### src/rtl/adc_sample_capture.sv
// rtl/adc_sample_capture.sv - ADC0831-style serial ADC capture front end
// Starts a conversion every SAMPLE_PERIOD clocks and presents the MSB-first result as a held sample.
module adc_sample_capture #(
    parameter int SIZE          = 8,
    parameter int CLK_DIV       = 16,
    parameter int SAMPLE_PERIOD = 2048
) (
    input  logic            clk,
    input  logic            rst,
    input  logic            en,
    input  logic            adc_dout,
    output logic            adc_cs_n,
    output logic            adc_sclk,
    output logic [SIZE-1:0] sample,
    output logic            sample_valid,
    output logic            null_err,
    output logic            busy
);

    localparam int PW = (SAMPLE_PERIOD > 1) ? $clog2(SAMPLE_PERIOD) : 1;
    localparam int HW = (CLK_DIV > 1) ? $clog2(CLK_DIV) : 1;
    localparam int BW = $clog2(SIZE + 3);

    localparam logic [PW-1:0] PER_LAST  = PW'(SAMPLE_PERIOD - 1);
    localparam logic [HW-1:0] HALF_LAST = HW'(CLK_DIV - 1);
    localparam logic [BW-1:0] NPULSE    = BW'(SIZE + 2);

    typedef enum logic [1:0] {IDLE, CONV, DONE} state_t;

    state_t          state;
    logic [PW-1:0]   per_cnt;
    logic [HW-1:0]   half_cnt;
    logic [BW-1:0]   bit_cnt;
    logic [SIZE-1:0] shift;
    logic            null_flag;

    always_ff @(posedge clk) begin
        if (rst) begin
            state        <= IDLE;
            per_cnt      <= '0;
            half_cnt     <= '0;
            bit_cnt      <= '0;
            shift        <= '0;
            null_flag    <= 1'b0;
            adc_cs_n     <= 1'b1;
            adc_sclk     <= 1'b0;
            sample       <= '0;
            sample_valid <= 1'b0;
            null_err     <= 1'b0;
            busy         <= 1'b0;
        end else begin
            // Held at zero while disabled so the first enabled edge starts a conversion.
            if (!en || per_cnt == PER_LAST) begin
                per_cnt <= '0;
            end else begin
                per_cnt <= per_cnt + PW'(1);
            end

            sample_valid <= 1'b0;
            null_err     <= 1'b0;

            case (state)
                IDLE: begin
                    if (en && per_cnt == '0) begin
                        state     <= CONV;
                        adc_cs_n  <= 1'b0;
                        adc_sclk  <= 1'b0;
                        busy      <= 1'b1;
                        shift     <= '0;
                        null_flag <= 1'b0;
                        half_cnt  <= '0;
                        bit_cnt   <= '0;
                    end
                end
                CONV: begin
                    if (half_cnt != HALF_LAST) begin
                        half_cnt <= half_cnt + HW'(1);
                    end else begin
                        half_cnt <= '0;
                        adc_sclk <= ~adc_sclk;
                        if (!adc_sclk) begin
                            // Rising edge of pulse bit_cnt+1: pulse 1 settles the mux, pulse 2 is the null bit.
                            bit_cnt <= bit_cnt + BW'(1);
                            if (bit_cnt == BW'(1)) begin
                                null_flag <= adc_dout;
                            end else if (bit_cnt >= BW'(2)) begin
                                shift <= {shift[SIZE-2:0], adc_dout};
                            end
                        end else if (bit_cnt == NPULSE) begin
                            state        <= DONE;
                            adc_cs_n     <= 1'b1;
                            busy         <= 1'b0;
                            sample       <= shift;
                            sample_valid <= 1'b1;
                            null_err     <= null_flag;
                        end
                    end
                end
                DONE: begin
                    state <= IDLE;
                end
                default: begin
                    state <= IDLE;
                end
            endcase
        end
    end

endmodule

### config.mk
export PLATFORM = sky130hd
export DESIGN_NAME = adc_sample_capture
export DESIGN_NICKNAME = d
export VERILOG_FILES = /design/src/rtl/adc_sample_capture.sv
export SDC_FILE = /design/constraint.sdc
export NUM_CORES = 1
export LEC_CHECK = 0
export ABC_CLOCK_PERIOD_IN_PS = 2500
export BUFFER_PORTS_ARGS = -buffer_cell sky130_fd_sc_hd__buf_2
export CAP_MARGIN = 30
export CELL_PAD_IN_SITES_DETAIL_PLACEMENT = 1
export CELL_PAD_IN_SITES_GLOBAL_PLACEMENT = 2
export CORE_MARGIN = 2
export CORE_UTILIZATION = 36
export DETAILED_ROUTE_END_ITERATION = 12
export GPL_ROUTABILITY_DRIVEN = 1
export PLACE_DENSITY = 0.8
export RECOVER_POWER = 100
export SLEW_MARGIN = 0
export SYNTH_ARGS = -nofsm -noshare
export SYNTH_HDL_FRONTEND = slang
export SYNTH_SLANG_ARGS = --single-unit
### constraint.sdc
create_clock -name clk -period 2.5 [get_ports clk]
set_clock_uncertainty 0.15 [all_clocks]
set_input_delay 0.125 -clock clk [delete_from_list [all_inputs] [get_ports clk]]
set_output_delay 0.125 -clock clk [all_outputs]
set_load 0.05 [all_outputs]
==> impl_metrics.json, run 1 <==
{
  "gr-usage-all-layers_pct": 16.51,
  "dp_hpwl_um": 2984,
  "timing.fmax_mhz": 472.0,
  "postCtsSetupRepairBufs": 0,
  "clock-sinks": 43,
  "p_per_area_mw_per_mm2": 609.3,
  "critPathKind": "flip-flop to flip-flop",
  "routed_via_density": 5.157,
  "cts.htree.levels": 2,
  "firstDrtPassIters": 4,
  "setup-violations-final": 0,
  "worst_slack_ns": 0.3811,
  "clk_latency_ns": 0.30,
  "place.gp.congestion": 0.7520,
  "wire_per_inst_um": 14.61,
  "cts_buffer_depth": 2,
  "vdd_drop_max_mv": 0.2500,
  "r2r_cells": 5,
  "required_ns": 2.60,
  "synth.distinct_cells": 41,
  "ys_warn_count": 0,
  "rows": 25,
  "cts_resized": 0,
  "cpPeakStageDelay_ns": 0.49,
  "worst-path-buf-inv": 0,
  "area_delta_synth_final_pct": 12.43,
  "holdBufCountCts": 2,
  "drv_cap": 0,
  "finalCriticalPeriod_ns": 2.119,
  "ios": 17,
  "grt_pass1_wl_um": 6975,
  "num_vias": 1444,
  "syn_inst": 191,
  "cp.arrival_ns": 2.22,
  "dieArea_mm2": 0.005645,
  "grt_remaining_overflow": 0,
  "final_cell_mix": "dfxtp_1 (43), nor2_1 (26), nand3_1 (16)",
  "synth-seq-area-share_pct": 47.25,
  "mostFrequentLayoutCell": "dfxtp_1",
  "drt-initial-drc-count": 76,
  "p_leak_nw": 0.6885,
  "hold_path.class": "input port to flip-flop",
  "ant_nets": 0,
  "die_w_um": 75.14,
  "diodes": 0,
  "syn_area_mm2": 0.001822,
  "finalWirelength_um": 4090,
  "port_buffers": 16,
  "root_buffer": "clkbuf_8",
  "path_delay_family": "simple AND/OR/NAND/NOR gates",
  "run_status": "complete, no violations",
  "fin_setup_tns_ns": 0,
  "core_mm2": 0.004786,
  "final_layout_size_suffix_gt1_share_pct": 8.920,
  "cts_buffers": 5,
  "n_fill_cell": 579,
  "cts_tree": "yes",
  "cp.depth": 5,
  "finalNetCount": 222,
  "multi_input_area_um2": 880.8,
  "crit_path_cell_trace": "ha_1, nand3_4, or3_1, nor3_2, a22o_1",
  "final.period_utilization_pct": 84.75,
  "syn_area_per_cell_um2": 9.538,
  "hold_viol_final": 0,
  "seq_area_um2": 860.8,
  "rsz0062_at_grt": "false",
  "clk_pin_slew_ns": 0.09,
  "ys_ff_latch": 43,
  "place_area_mm2": 0.001964,
  "whs_path_depth": 2,
  "grt_antenna_before_repair": 0,
  "postSynth.asyncResetShare_pct": 0,
  "die_y_um": 75.14,
  "grt_start_max_net_pins": 26,
  "whs_ns": 0.1070,
  "drc_errors": 0,
  "critPathCaptureType": "flip-flop",
  "worst_pin_slew_ns": 0.6038,
  "fin_area_mm2": 0.002048,
  "dp_slack_ns": 0.4846,
  "ys.flop_type": "dfxtp_1",
  "report.final.slew_viol_count": 0,
  "final_util_pct": 42.80,
  "critPathMaxFanout": 10,
  "slew_headroom_pct": 59.92,
  "grt_pass1_vias": 1480,
  "start_kind": "flip-flop",
  "initial_core_util_pct": 38.07,
  "synth_nets": 201,
  "synth_edf_count": 0,
  "crit_path_top_delay_cell": "or3_1"
}
-- state kept, by name (all words and copies together), names as in the netlist, 2 cells and up --
| signal | cells |
|---|---|
| bit_cnt | 4 |
| half_cnt | 4 |
| per_cnt | 11 |
| sample | 8 |
| shift | 8 |
| state | 2 |
-- Yosys cell counts (2+ instances only) --
library cell | count | share of area, %
dfxtp_1 | 43 | 47
nor2_1 | 26 | 5.4
nand3_1 | 16 | 4.4
a21oi_1 | 10 | 2.7
nand2_1 | 9 | 1.9
a22o_1 | 8 | 3.8
inv_1 | 8 | 1.6
mux2i_1 | 8 | 4.4
ha_1 | 6 | 4.1
nor3_1 | 5 | 1.4
o21ai_0 | 4 | 1.1
xnor2_1 | 4 | 1.9
xor2_1 | 4 | 1.9
clkbuf_1 | 3 | 0.62
nand2b_1 | 3 | 1.0
a211oi_1 | 2 | 0.82
a311oi_1 | 2 | 0.96
and2_1 | 2 | 0.69
buf_2 | 2 | 0.55
buf_6 | 2 | 1.2
nand4_1 | 2 | 0.69
nor4_1 | 2 | 0.69
or3_1 | 2 | 0.69
-- cells by family after synthesis --
logic type	share of synthesized area, %
adder cells (fa/ha/maj)	4.121
AND/OR/NAND/NOR	23.28
flip-flops	47.25
XOR/XNOR	3.846
multiplexers	4.396
AO/OA/AOI/OAI	13.05
buffers and inverters	4.052
-- cell type report --
cell class,count,area share (%)
multi-input combinational,133,43.01
sequential,43,42.03
clock buffer,5,3.360
inverter,8,1.466
clock inverter,3,1.161
tap,67,4.093
timing repair buffer,21,4.887
-- power breakdown --
group / internal (mW) / switching [mW]
sequential: 0.693 / 0.00816
clock: 0.200 / 0.266
combinational: 0.0234 / 0.0574
total: 0.916 / 0.332
-- path summary, 6_finish.rpt --
kind / start / slack [ns] / end
setup reg to reg: half_cnt[0] / 0.38 / shift[4]
hold / removal: rst / 0.11 / sample[5]
setup / recovery: half_cnt[0] / 0.38 / shift[4]
hold reg to reg: null_flag / 0.33 / null_err
-- stage by stage --
step / power (mW) / instances
after floorplan: 0.7754 / 191
after global placement: 0.7933 / 270
after detailed placement: 0.7980 / 270
after CTS: 1.261 / 280
after global routing: 1.303 / 280
final: 1.248 / 280
-- worst reg2reg max path, cell delays in order (launching register included) --
cell,delay (ns)
dfxtp_1,0.38
ha_1,0.26
nand3_4,0.15
or3_1,0.49
nor3_2,0.43
a22o_1,0.22
-- layer usage --
layer	share of wire, %	GRT usage [%]	up-vias	routed length, um
met5	0	0	-	0
met4	1.5	6.823	0	61
met3	2.9	3.213	5	120
met2	49	27.29	23	2017
met1	46	21.12	700	1890
li1	-	-	716	-
Power figures use the tool's default switching activity.
==> inputs of run 2 (changes only) <==
ABC_CLOCK_PERIOD_IN_PS = 2000   (was 2500)
clock period = 2 ns   (was 2.5 ns; I/O delays follow)
==> impl_metrics.json, run 2 (synthesized netlist as in run 1, its figures left out) <==
{
  "run_status": "complete, no violations",
  "postCtsSetupRepairBufs": 0,
  "root_buffer": "clkbuf_8",
  "min-delay-start": "rst",
  "regMostFlops": "per_cnt",
  "report.final.slew_viol_count": 0,
  "drt-initial-drc-count": 56,
  "core_mm2": 0.004786,
  "setup-violations-final": 0,
  "hold_viol_final": 0,
  "start_kind": "flip-flop",
  "grt_pass1_wl_um": 6872,
  "slew_headroom_pct": 58.66,
  "area_delta_synth_final_pct": 17.10,
  "worst_pin_slew_ns": 0.6227,
  "ios": 17,
  "p_leak_nw": 0.7354,
  "grt_antenna_before_repair": 0,
  "seq_area_um2": 860.8,
  "rows": 25,
  "grtUsageMet2_pct": 26.02,
  "cp.arrival_ns": 1.94,
  "clk_latency_ns": 0.30,
  "critPathCaptureType": "flip-flop",
  "grt.met3_usage_pct": 4.685,
  "final_util_pct": 44.58,
  "grt_remaining_overflow": 0,
  "hold_path.class": "input port to flip-flop",
  "final_layout_size_suffix_gt1_share_pct": 11.98,
  "die_w_um": 75.14,
  "cts.htree.levels": 2,
  "drv_cap": 0,
  "reg.largest.list": "per_cnt (11), sample (8), shift (8)",
  "dieArea_mm2": 0.005645,
  "wire_per_inst_um": 13.93,
  "finalNetCount": 226,
  "diodes": 0,
  "routed_via_density": 5.123,
  "n_fill_cell": 578,
  "vdd_drop_max_mv": 0.3986,
  "final.period_utilization_pct": 94.29,
  "mostFrequentLayoutCell": "dfxtp_1",
  "ant_nets": 0,
  "grt_pass1_vias": 1448,
  "dp_hpwl_um": 2915,
  "required_ns": 2.05,
  "fin_setup_tns_ns": 0,
  "cts_buffers": 5,
  "final_cell_mix": "dfxtp_1 (43), nor2_1 (26), nand3_1 (16)",
  "die_y_um": 75.14,
  "timing.fmax_mhz": 530.3,
  "crit_start": "half_cnt[0]",
  "drc_errors": 0,
  "critPathKind": "flip-flop to flip-flop",
  "firstDrtPassIters": 4,
  "reg2reg_from": "half_cnt[0]",
  "p_per_area_mw_per_mm2": 836.8,
  "largest_register_ffs": 11,
  "place.gp.congestion": 0.8244,
  "critPathMaxFanout": 10,
  "grt_util_met1_pct": 20.63,
  "rsz0062_at_grt": "false",
  "cts_tree": "yes",
  "clock-sinks": 43,
  "cts_buffer_depth": 2,
  "finalCriticalPeriod_ns": 1.886,
  "port_buffers": 16,
  "num_vias": 1455,
  "top_usage_layer": "met2",
  "multi_input_area_um2": 892.1,
  "clk_pin_slew_ns": 0.08,
  "grt_start_max_net_pins": 15,
  "gr-usage-all-layers_pct": 16.22,
  "initial_core_util_pct": 38.07,
  "finalWirelength_um": 3957
}
run 2: cell types whose count changed in the layout (fill, tap and decap cells not counted), sizes merged:
| cell | delta |
|---|---|
| bufinv | +2 |
| buf | +4 |
| inv | -1 |
| clkinvlp | -1 |
run 2: per-layer routing:
layer / wire length, um / vias up
li1: - / 722
met1: 1889 / 706
met2: 1867 / 19
met3: 130 / 8
met4: 70 / 0
met5: 0 / -
run 2: report_power, final:
group          total [mW]  internal [mW]  switching, mW
clock               0.802          0.498          0.305
combinational       0.107         0.0357         0.0712
sequential          0.876          0.866         0.0101
run 2: what timing repair did:
item,CTS,global route
hold buffers,2,0
endpoints found under the setup margin,0,17
resized for setup,0,3
hold endpoints to repair,4,0
run 2: worst paths after layout:
check	to	cells past startpoint	slack [ns]
max	null_flag	5	0.11
min	adc_sclk	2	0.01
max reg2reg	null_flag	5	0.11
min reg2reg	busy	2	0.32
run 2: final cells by class:
class | instances | area share [%]
clock buffer | 5 | 3.226
clock inverter | 3 | 3.167
inverter | 8 | 1.408
multi-input combinational | 133 | 41.82
sequential | 43 | 40.35
tap | 67 | 3.930
timing repair buffer | 25 | 6.100
run 2: worst max-delay path: stages, from the launching register on:
cell     delay (ns)
dfxtp_1        0.39
ha_2           0.24
nand3_4        0.13
or3_1          0.43
buf_4          0.19
o32ai_1        0.27
run 2: through the flow:
stage	std cells	cell area, um2	power, mW	hold WS, ns	setup slack, ns
2_1_floorplan	191	1822	0.9693	0.1072	0.1377
3_3_place_gp	274	1994	0.9962	0.2408	0.1537
3_5_place_dp	274	1994	0.9999	0.2492	0.08072
4_1_cts	284	2151	1.810	0.0008673	0.06529
5_1_grt	284	2133	1.864	0.01512	0.01948
6_report	284	2133	1.785	0.01123	0.1142
==> inputs of run 3 (changes only) <==
ABC_CLOCK_PERIOD_IN_PS = 1980   (was 2000)
clock period = 1.98 ns   (was 2 ns; I/O delays follow)
==> impl_metrics.json, run 3 (synthesized netlist as in run 1, its figures left out) <==
{
  "run_status": "complete, no violations",
  "critPathKind": "flip-flop to flip-flop",
  "cpPeakStageDelay_ns": 0.39,
  "routed_via_density": 5.091,
  "rsz0062_at_grt": "false",
  "slew_headroom_pct": 58.92,
  "drc_errors": 0,
  "dp_hpwl_um": 3006,
  "timing.fmax_mhz": 530.0,
  "crit_top_cell": "a22o_1",
  "drt-initial-drc-count": 48,
  "fin_area_mm2": 0.002120,
  "core_mm2": 0.004786,
  "finalNetCount": 227,
  "place.gp.congestion": 0.7865,
  "dieArea_mm2": 0.005645,
  "required_ns": 2.00,
  "firstDrtPassIters": 2,
  "fin_setup_tns_ns": 0,
  "place_area_mm2": 0.002002,
  "cts.htree.levels": 2,
  "p_per_area_mw_per_mm2": 752.4,
  "grt_antenna_before_repair": 0,
  "ant_nets": 0,
  "path_delay_family": "compound AO/OA/AOI/OAI gates",
  "diodes": 0,
  "grt_pass1_wl_um": 6858,
  "num_vias": 1451,
  "grt_remaining_overflow": 0,
  "fin_cells": 285,
  "ios": 17,
  "cp.arrival_ns": 1.91,
  "finalWirelength_um": 4050,
  "cp.depth": 5,
  "drv_cap": 0,
  "final_cell_mix": "dfxtp_1 (43), nor2_1 (26), nand3_1 (16)",
  "whs_ns": 0.02891,
  "cts_buffer_depth": 2,
  "crit_path_top_delay_cell": "dfxtp_1",
  "vdd_drop_max_mv": 0.4783,
  "die_y_um": 75.14,
  "cts_buffers": 5,
  "clock-sinks": 43,
  "critPathCaptureType": "flip-flop",
  "whs_path_depth": 2,
  "worst-path-buf-inv": 0,
  "wire_per_inst_um": 14.21,
  "port_buffers": 16,
  "hold_viol_final": 0,
  "final_layout_size_suffix_gt1_share_pct": 12.84,
  "worst_pin_slew_ns": 0.6188,
  "gr-usage-all-layers_pct": 16.02,
  "final.period_utilization_pct": 95.29,
  "area_delta_synth_final_pct": 16.35,
  "r2r_cells": 5,
  "clk_pin_slew_ns": 0.08,
  "report.final.slew_viol_count": 0,
  "initial_core_util_pct": 38.07,
  "hold_path.class": "input port to flip-flop",
  "finalCriticalPeriod_ns": 1.887,
  "crit_path_cell_trace": "ha_2, nand3_4, o31a_2, a22o_1, a22o_1",
  "rows": 25,
  "reg.largest.list": "per_cnt (11), sample (8), shift (8)",
  "root_buffer": "clkbuf_8",
  "critPathMaxFanout": 8,
  "start_kind": "flip-flop",
  "cts_tree": "yes",
  "clk_latency_ns": 0.28,
  "p_leak_nw": 0.7323,
  "regMostFlops": "per_cnt",
  "setup-violations-final": 0,
  "dp_cells": 275,
  "largest_register_ffs": 11,
  "grt_start_max_net_pins": 14,
  "die_w_um": 75.14,
  "mostFrequentLayoutCell": "dfxtp_1",
  "grt_pass1_vias": 1480
}
-- run 3: cell types whose count changed in the layout (fill, tap and decap cells not counted), sizes merged --
cell,change
clkinvlp,-1
clkbuf,+1
bufinv,-2
buf,+3
-- run 3: timing repair --
action,4_1_cts,5_1_grt
hold buffers,2,0
buffers inserted,0,0
endpoints found under the hold margin,4,0
endpoints found under the setup margin,0,18
resized for setup,0,5
-- run 3: final cells by class --
| cell class | count | area [um2] |
|---|---|---|
| Fill cell | 593 | 2666 |
| Multi-Input combinational cell | 133 | 900.9 |
| Sequential cell | 43 | 860.8 |
| Timing Repair Buffer | 26 | 143.9 |
| Clock buffer | 8 | 100.1 |
| Tap cell | 67 | 83.83 |
| Inverter | 8 | 30.03 |
-- run 3: stage by stage --
| step | utilization (%) | total power [mW] | worst slack, ns |
|---|---|---|---|
| floorplan | - | 0.9791 | 0.1177 |
| global placement | 41.83 | 1.008 | 0.1373 |
| detailed placement | 41.83 | 1.011 | 0.08081 |
| CTS | 44.34 | 1.619 | 0.06167 |
| global route | 44.29 | 1.668 | 0.006873 |
| finish | 44.29 | 1.595 | 0.09322 |
-- run 3: layer usage --
layer / up-vias / GRT usage (%) / share of wire [%]
li1: 722 / - / -
met1: 714 / 20.63 / 48
met2: 13 / 26.61 / 49
met3: 2 / 4.552 / 2.6
met4: 0 / 4.094 / 0.62
met5: - / 0 / 0
-- run 3: power breakdown --
part	total (mW)	switching, mW	internal [mW]	leakage (nW)
Sequential	0.885	0.0108	0.875	0.347
Clock	0.602	0.283	0.319	0.0515
Combinational	0.107	0.0722	0.0353	0.333
-- run 3: path summary, 6_finish.rpt --
kind / startpoint / to / slack, ns
worst max-delay path: half_cnt[0] / shift[4] / 0.09
worst min-delay path: rst / bit_cnt[3] / 0.03
worst max register to register: half_cnt[0] / shift[4] / 0.09
worst min register to register: state[1] / state[0] / 0.33
